`src/rtl/noc_pkg.sv`:
```
// Shared types for the 5-port mesh router: address layout and port indices.
package noc_pkg;

  localparam int ADDR_W = 8;

  typedef struct packed {
    logic [3:0] x;
    logic [3:0] y;
  } noc_addr_t;

  typedef enum logic [2:0] {
    PORT_N,
    PORT_S,
    PORT_E,
    PORT_W,
    PORT_L
  } port_e;

  function automatic noc_addr_t addr_of(input logic [ADDR_W-1:0] bits);
    return noc_addr_t'(bits);
  endfunction

endpackage

```
`src/rtl/input_port_fifo.sv`:
```
// Per-direction first-word-fall-through input buffer of the router; the head
// packet and its destination address are presented to the route controller.
module input_port_fifo
  import noc_pkg::*;
#(
  parameter int DEPTH  = 4,
  parameter int DATA_W = 32
) (
  input  logic                       clk,
  input  logic                       rst,
  input  logic                       push_i,
  input  logic [DATA_W-1:0]          data_i,
  output logic                       full_o,
  input  logic                       pop_i,
  output logic                       packet_valid_o,
  output noc_addr_t                  packet_addr_o,
  output logic [DATA_W-1:0]          data_o,
  output logic [$clog2(DEPTH):0]     count_o,
  output logic                       overflow_o,
  output logic                       underflow_o
);

  localparam int AW = $clog2(DEPTH);
  localparam int PW = AW + 1;

  logic [PW-1:0]     r_wr_ptr;
  logic [PW-1:0]     r_rd_ptr;
  logic              r_overflow;
  logic              r_underflow;
  logic [DATA_W-1:0] r_mem [DEPTH];

  logic              w_empty;
  logic              w_full;
  logic              w_push_ok;
  logic              w_pop_ok;
  logic [AW-1:0]     w_wr_idx;
  logic [AW-1:0]     w_rd_idx;

  assign w_wr_idx = r_wr_ptr[AW-1:0];
  assign w_rd_idx = r_rd_ptr[AW-1:0];

  // Extra wrap bit distinguishes full (same slot, other lap) from empty.
  assign w_empty = (r_wr_ptr == r_rd_ptr);
  assign w_full  = (w_wr_idx == w_rd_idx) && (r_wr_ptr[AW] != r_rd_ptr[AW]);

  // A pop in the same cycle frees the head slot, so a full buffer may still accept.
  assign w_push_ok = push_i && (!w_full || pop_i);
  assign w_pop_ok  = pop_i && !w_empty;

  always_ff @(posedge clk or negedge rst) begin
    if (!rst) begin
      r_wr_ptr    <= '0;
      r_rd_ptr    <= '0;
      r_overflow  <= 1'b0;
      r_underflow <= 1'b0;
    end else begin
      if (w_push_ok) begin
        r_wr_ptr <= r_wr_ptr + PW'(1);
      end
      if (w_pop_ok) begin
        r_rd_ptr <= r_rd_ptr + PW'(1);
      end
      if (push_i && w_full && !pop_i) begin
        r_overflow <= 1'b1;
      end
      if (pop_i && w_empty) begin
        r_underflow <= 1'b1;
      end
    end
  end

  // Payload storage carries no reset; validity is tracked by the pointers.
  always_ff @(posedge clk) begin
    if (w_push_ok) begin
      r_mem[w_wr_idx] <= data_i;
    end
  end

  assign full_o         = w_full;
  assign packet_valid_o = !w_empty;
  assign count_o        = r_wr_ptr - r_rd_ptr;
  assign data_o         = r_mem[w_rd_idx];
  assign packet_addr_o  = addr_of(data_o[ADDR_W-1:0]);
  assign overflow_o     = r_overflow;
  assign underflow_o    = r_underflow;

endmodule

```
`config.mk`:
```
export PLATFORM = sky130hd
export DESIGN_NAME = input_port_fifo
export DESIGN_NICKNAME = d
export VERILOG_FILES = /design/src/rtl/noc_pkg.sv /design/src/rtl/input_port_fifo.sv
export SDC_FILE = /design/constraint.sdc
export NUM_CORES = 1
export LEC_CHECK = 0
export CORE_MARGIN = 3
export CORE_UTILIZATION = 50
export CTS_CLUSTER_SIZE = 16
export DETAILED_ROUTE_END_ITERATION = 7
export GPL_TIMING_DRIVEN = 0
export PLACE_DENSITY = 0.76
export SYNTH_ARGS = -nofsm -noshare
export SYNTH_HDL_FRONTEND = slang
export SYNTH_SLANG_ARGS = --single-unit
```
`constraint.sdc`:
```
create_clock -name clk -period 3.02 [get_ports clk]
set_input_delay 0.604 -clock clk [delete_from_list [all_inputs] [get_ports clk]]
set_output_delay 0.604 -clock clk [all_outputs]
set_load 0.005 [all_outputs]
```
=== After elaboration in Yosys (flattened, before gate mapping) ===
Memories as Yosys holds them, arrays and structs flattened.
Index checks and enable logic that the tools add are counted.

* Add/subtract/negate cells: 3
* Reduce and logical (&&, ||, !) cells: 10
* Eq/ne operators: 3
* Muxes and demuxes: 2

{| class="wikitable"
|+ Operators with widths
! kind !! count
|-
| adder 3 x 1 -> 3 bit, second input constant || 2
|-
| logical AND 1 bit || 6
|-
| equality test 3 bit || 1
|-
| zero test 1 bit || 3
|-
| subtractor 3 bit || 1
|-
| equality test 2 bit || 1
|-
| 2-to-1 mux 1 bit || 2
|-
| logical OR 1 bit || 1
|-
| inequality test 1 bit || 1
|}

* Memories kept: 1
* Register bits after elaboration: 8
* Bits in writable memories: 128
* Logic and storage cells: 23

{| class="wikitable"
|+ Memories
! memory !! depth !! bits a word !! read ports !! clocked after memory_dff !! write ports !! line !! source
|-
| r_mem || 4 || 32 || 1 || 0 || 1 || input_port_fifo.sv:30 || <nowiki>logic [DATA_W-1:0] r_mem [DEPTH];</nowiki>
|}

=== Logic depth before layout (Yosys ltp) ===
* Depth after elaboration: 7
* Depth in mapped cells: 7

=== Worst setup path after synthesis ===
No wires, ideal clock.

* Path kind: register to register
* Start: register r_rd_ptr[1]
* End: memory r_mem[1][0] (enable)
* Period minus slack after synthesis: 2.753 ns
* Stages on the path, launching flop included: 8
* Setup slack: 0.267 ns
* Setup time: 0.392 ns
* Data arrival time: 2.361 ns
* Data required time: 2.628 ns
* Cells stage by stage: dfrtp_1 > buf_2 > buf_1 > inv_1 > ha_1 > nand3b_1 > or2_1 > and3_1

* Word-level cells in the longest chain between the ends: 7

{| class="wikitable"
|+ Ends and longest elaborated chain
! item !! line !! source
|-
| start: declaration || input_port_fifo.sv:27 || <nowiki>logic [PW-1:0] r_rd_ptr;</nowiki>
|-
| start signal: assignment || input_port_fifo.sv:61 || <nowiki>r_rd_ptr <= r_rd_ptr + PW'(1);</nowiki>
|-
| equality test 2 bit || input_port_fifo.sv:44 || <nowiki>assign w_full = (w_wr_idx == w_rd_idx) && (r_wr_ptr[AW] != r_rd_ptr[AW]);</nowiki>
|-
| logical AND 1 bit || input_port_fifo.sv:44 ||
|-
| zero test 1 bit || input_port_fifo.sv:47 || <nowiki>assign w_push_ok = push_i && (!w_full || pop_i);</nowiki>
|-
| logical OR 1 bit || input_port_fifo.sv:47 ||
|-
| logical AND 1 bit || input_port_fifo.sv:47 ||
|-
| 2-to-1 mux 1 bit || input_port_fifo.sv:74 || <nowiki>if (w_push_ok) begin</nowiki>
|-
| 2-to-1 mux 1 bit (not written as such) || input_port_fifo.sv:75 || <nowiki>r_mem[w_wr_idx] <= data_i;</nowiki>
|-
| end: declaration || input_port_fifo.sv:30 ||
|}

Every way passes these cells.

=== Final worst setup path ===
* Start: register r_wr_ptr[0]
* End: output port count_o[2]

* Word-level cells in the longest chain between the ends: 1

{| class="wikitable"
|+ Ends and longest elaborated chain
! item !! line !! source
|-
| start: declaration || input_port_fifo.sv:26 || <nowiki>logic [PW-1:0] r_wr_ptr;</nowiki>
|-
| start signal: assignment || input_port_fifo.sv:58 || <nowiki>r_wr_ptr <= r_wr_ptr + PW'(1);</nowiki>
|-
| subtractor 3 bit || input_port_fifo.sv:81 || <nowiki>assign count_o = r_wr_ptr - r_rd_ptr;</nowiki>
|-
| end: declaration || input_port_fifo.sv:18 || <nowiki>output logic [$clog2(DEPTH):0] count_o,</nowiki>
|}

Every way passes these cells.

==> flow_metrics.tcl <==
set metrics [dict create \
    outcome "finished, final reports clean" \
    rsz0062_at_grt "no" \
    antenna_cells 0 \
    path_max_fanout 4 \
    syn_area_um2 5200 \
    finalClockSkew_ps 5.56 \
    setup_ws_ps 99.2 \
    antenna_found_initial 0 \
    p_total_mw 7.55 \
    ant_nets 0 \
    vias 2522 \
    cp.arrival_ps 2320 \
    tightest_slew_ps 872 \
    clkSlewWorstSetupHoldPaths_ps 60 \
    slew_headroom 0.419 \
    start_util 0.522 \
    cts_hold_buf 0 \
    fin_crit_sh 0.967 \
    nets 378 \
    top_usage_layer "met2" \
    chipWidth_um 108 \
    path_class "reg2out" \
    tns_ps 0 \
    synth-edff-count 128 \
    core_area_um2 9950 \
    synth.area.top_cells "edfxtp_1 (74%), mux4_2 (14%), dfrtp_1 (3.9%)" \
    clock_path_buffers 2 \
    cp-startpoint "r_wr_ptr[0]$_DFFE_PN0P_" \
    drt-initial-drc-count 150 \
    die-area_um2 11700 \
    synthArstFlopShare 0.0588 \
    layout-area-overhead-vs-synth_pct 33.2 \
    clk_latency_ps 510 \
    crit_slowest_cell "clkdlybuf4s50_1" \
    timing.rr.start "r_rd_ptr[1]$_DFFE_PN0P_" \
    final_core_util 0.695 \
    synth_top_area_frac 0.740 \
    ir_drop_mv 0.541 \
    max_stage_delay_ps 530 \
    dpl.hpwl_um 5430 \
    whs_ps 391 \
    grt.met3_usage 0.0454 \
    cts_tree "yes" \
    maxCapViolCount 0 \
    gp_congestion 0.759 \
    grt_overflow 0 \
    ios 83 \
    drive_gt1_frac 0.271 \
    htreeDepth 4 \
    place.port_buffers 82 \
    grtUsageTotal 0.176 \
    cp_cell_sequence "inv_1 -> ha_1 -> fa_1 -> xnor2_1 -> clkdlybuf4s50_1" \
    synth_nets 270 \
    fp-row-count 36 \
    grt_pass1_wl_um 14500 \
    synth.ff_latch_count 136 \
    dp_slack_ps -49.9 \
    crit_buf_inv 2 \
    synth.most_common_cell "edfxtp_1" \
    grtUsageMet2 0.295 \
    grtUsageMet1 0.212 \
    grt_max_degree 33 \
    end_kind "output pin" \
    yosys_warnings 0 \
    setup_violations 0 \
    yosys.area.top_type "edfxtp_1" \
    grt_pass1_vias 2664 \
    path_delay_family "buffers and inverters" \
    synth_common_cells "edfxtp_1 (128), mux4_2 (32), buf_4 (10)" \
    seq_area_frac_synth 0.778 \
    drc_errors 0 \
    synth.distinct_cells 26 \
    cts.sinks 136 \
    critPathRequiredTime_ps 2420 \
    hp-class "in2async" \
    powerDensity_nw_per_um2 1090 \
    wirelength_um 9250 \
    die_y_um 108 \
    slew_viol_final 0 \
    root_buffer "clkbuf_8" \
    max_freq_mhz 342 \
    syn_area_per_cell_um2 23.0 \
    start_kind "register" \
    numCtsBuffers 17 \
    drt_pass1_iterations 4 \
    hold_viol_final 0 \
    p_leak_nw 2.38 \
    synth-main-ff-cell "edfxtp_1" \
    min_period_ps 2920 \
    netlist_instances 226 \
    vias_per_cell 5.25 \
    post_drt_wl_per_cell_um 19.3 \
]
[path summary, 6_finish.rpt]
path | endpoint | slack, ps | cells past startpoint
worst max-delay path | count_o[2] | 100 | 5
worst min-delay path | r_wr_ptr[0]$_DFFE_PN0P_ | 390 | 1
worst max register to register | r_mem[3][27]$_DFFE_PP_ | 520 | 7
worst min register to register | overflow_o$_DFFE_PN0P_ | 470 | 1
max in group asynchronous | r_wr_ptr[1]$_DFFE_PN0P_ | 2340 | 1
min in group clk | overflow_o$_DFFE_PN0P_ | 470 | 1
[timing repair]
| action | in CTS | in global routing |
|---|---|---|
| gates resized for setup | 8 | 12 |
| hold endpoints to repair | 0 | 0 |
| pin swaps | 0 | 0 |
| endpoints found under the setup margin | 166 | 37 |
| buffers inserted | 0 | 7 |
[report_power, final]
group	leakage (nW)	internal [mW]	total, mW	switching (mW)
clock network	0.291	1.42	2.16	0.739
logic	0.828	1.66	2.74	1.08
registers	1.27	2.52	2.65	0.130
[metrics by stage]
step | area (um^2) | cells
6_report | 6920 | 480
5_1_grt | 6920 | 480
4_1_cts | 6830 | 473
3_5_place_dp | 6190 | 441
3_3_place_gp | 6180 | 441
2_1_floorplan | 5200 | 226
[worst reg2reg max path, cell delays in order (launching register included)]
cell,delay (ps)
dfrtp_1,400
buf_6,160
buf_8,150
inv_1,80
ha_4,230
nand3b_1,140
or2_1,160
and3_2,770
[state kept, by name (all words and copies together), names as in the netlist]
register     count
r_rd_ptr         3
underflow_o      1
r_mem          128
overflow_o       1
r_wr_ptr         3
[metal layers]
metal / vias up / share of wire / routed length, um
met1: 1280 / 0.40 / 3710
met4: 0 / 0.020 / 184
met3: 15 / 0.046 / 426
met5: - / 0 / 0
met2: 85 / 0.53 / 4930
li1: 1142 / - / -
[final cells by class]
class | count | area (um^2)
plain buffers | 16 | 143
clock inverters | 13 | 201
flip-flops and latches | 136 | 4040
clock buffers | 19 | 422
well taps | 133 | 166
inverters | 7 | 26.3
repair buffers | 89 | 873
multi-input cells | 67 | 1050
fillers | 620 | 3030
[cells in the final DEF (no fill, tap or decap), types with 2 or more instances in the layout]
cell / n
edfxtp_1: 128
clkdlybuf4s50_1: 82
mux4_2: 32
buf_4: 17
clkbuf_16: 16
dfrtp_1: 8
inv_1: 7
ha_1: 6
bufinv_16: 5
and3_2: 4
nand2_1: 4
xnor2_1: 3
clkinvlp_4: 3
clkinv_1: 3
buf_6: 2
mux2_2: 2
o21ai_0: 2
clkbuf_1: 2
[logic make-up (layout without fill, tap and decap cells)]
| family | Yosys count | count (layout) | share of synthesized area |
|---|---|---|---|
| xor+xnor | 4 | 4 | 0.00819 |
| fa+ha+maj | 8 | 8 | 0.0207 |
| buf+inv | 23 | 144 | 0.0246 |
| flops | 136 | 136 | 0.778 |
| simple gates | 13 | 13 | 0.0128 |
| compound gates | 6 | 6 | 0.00771 |
| mux | 36 | 36 | 0.148 |
(Power assumes the default switching activity.)
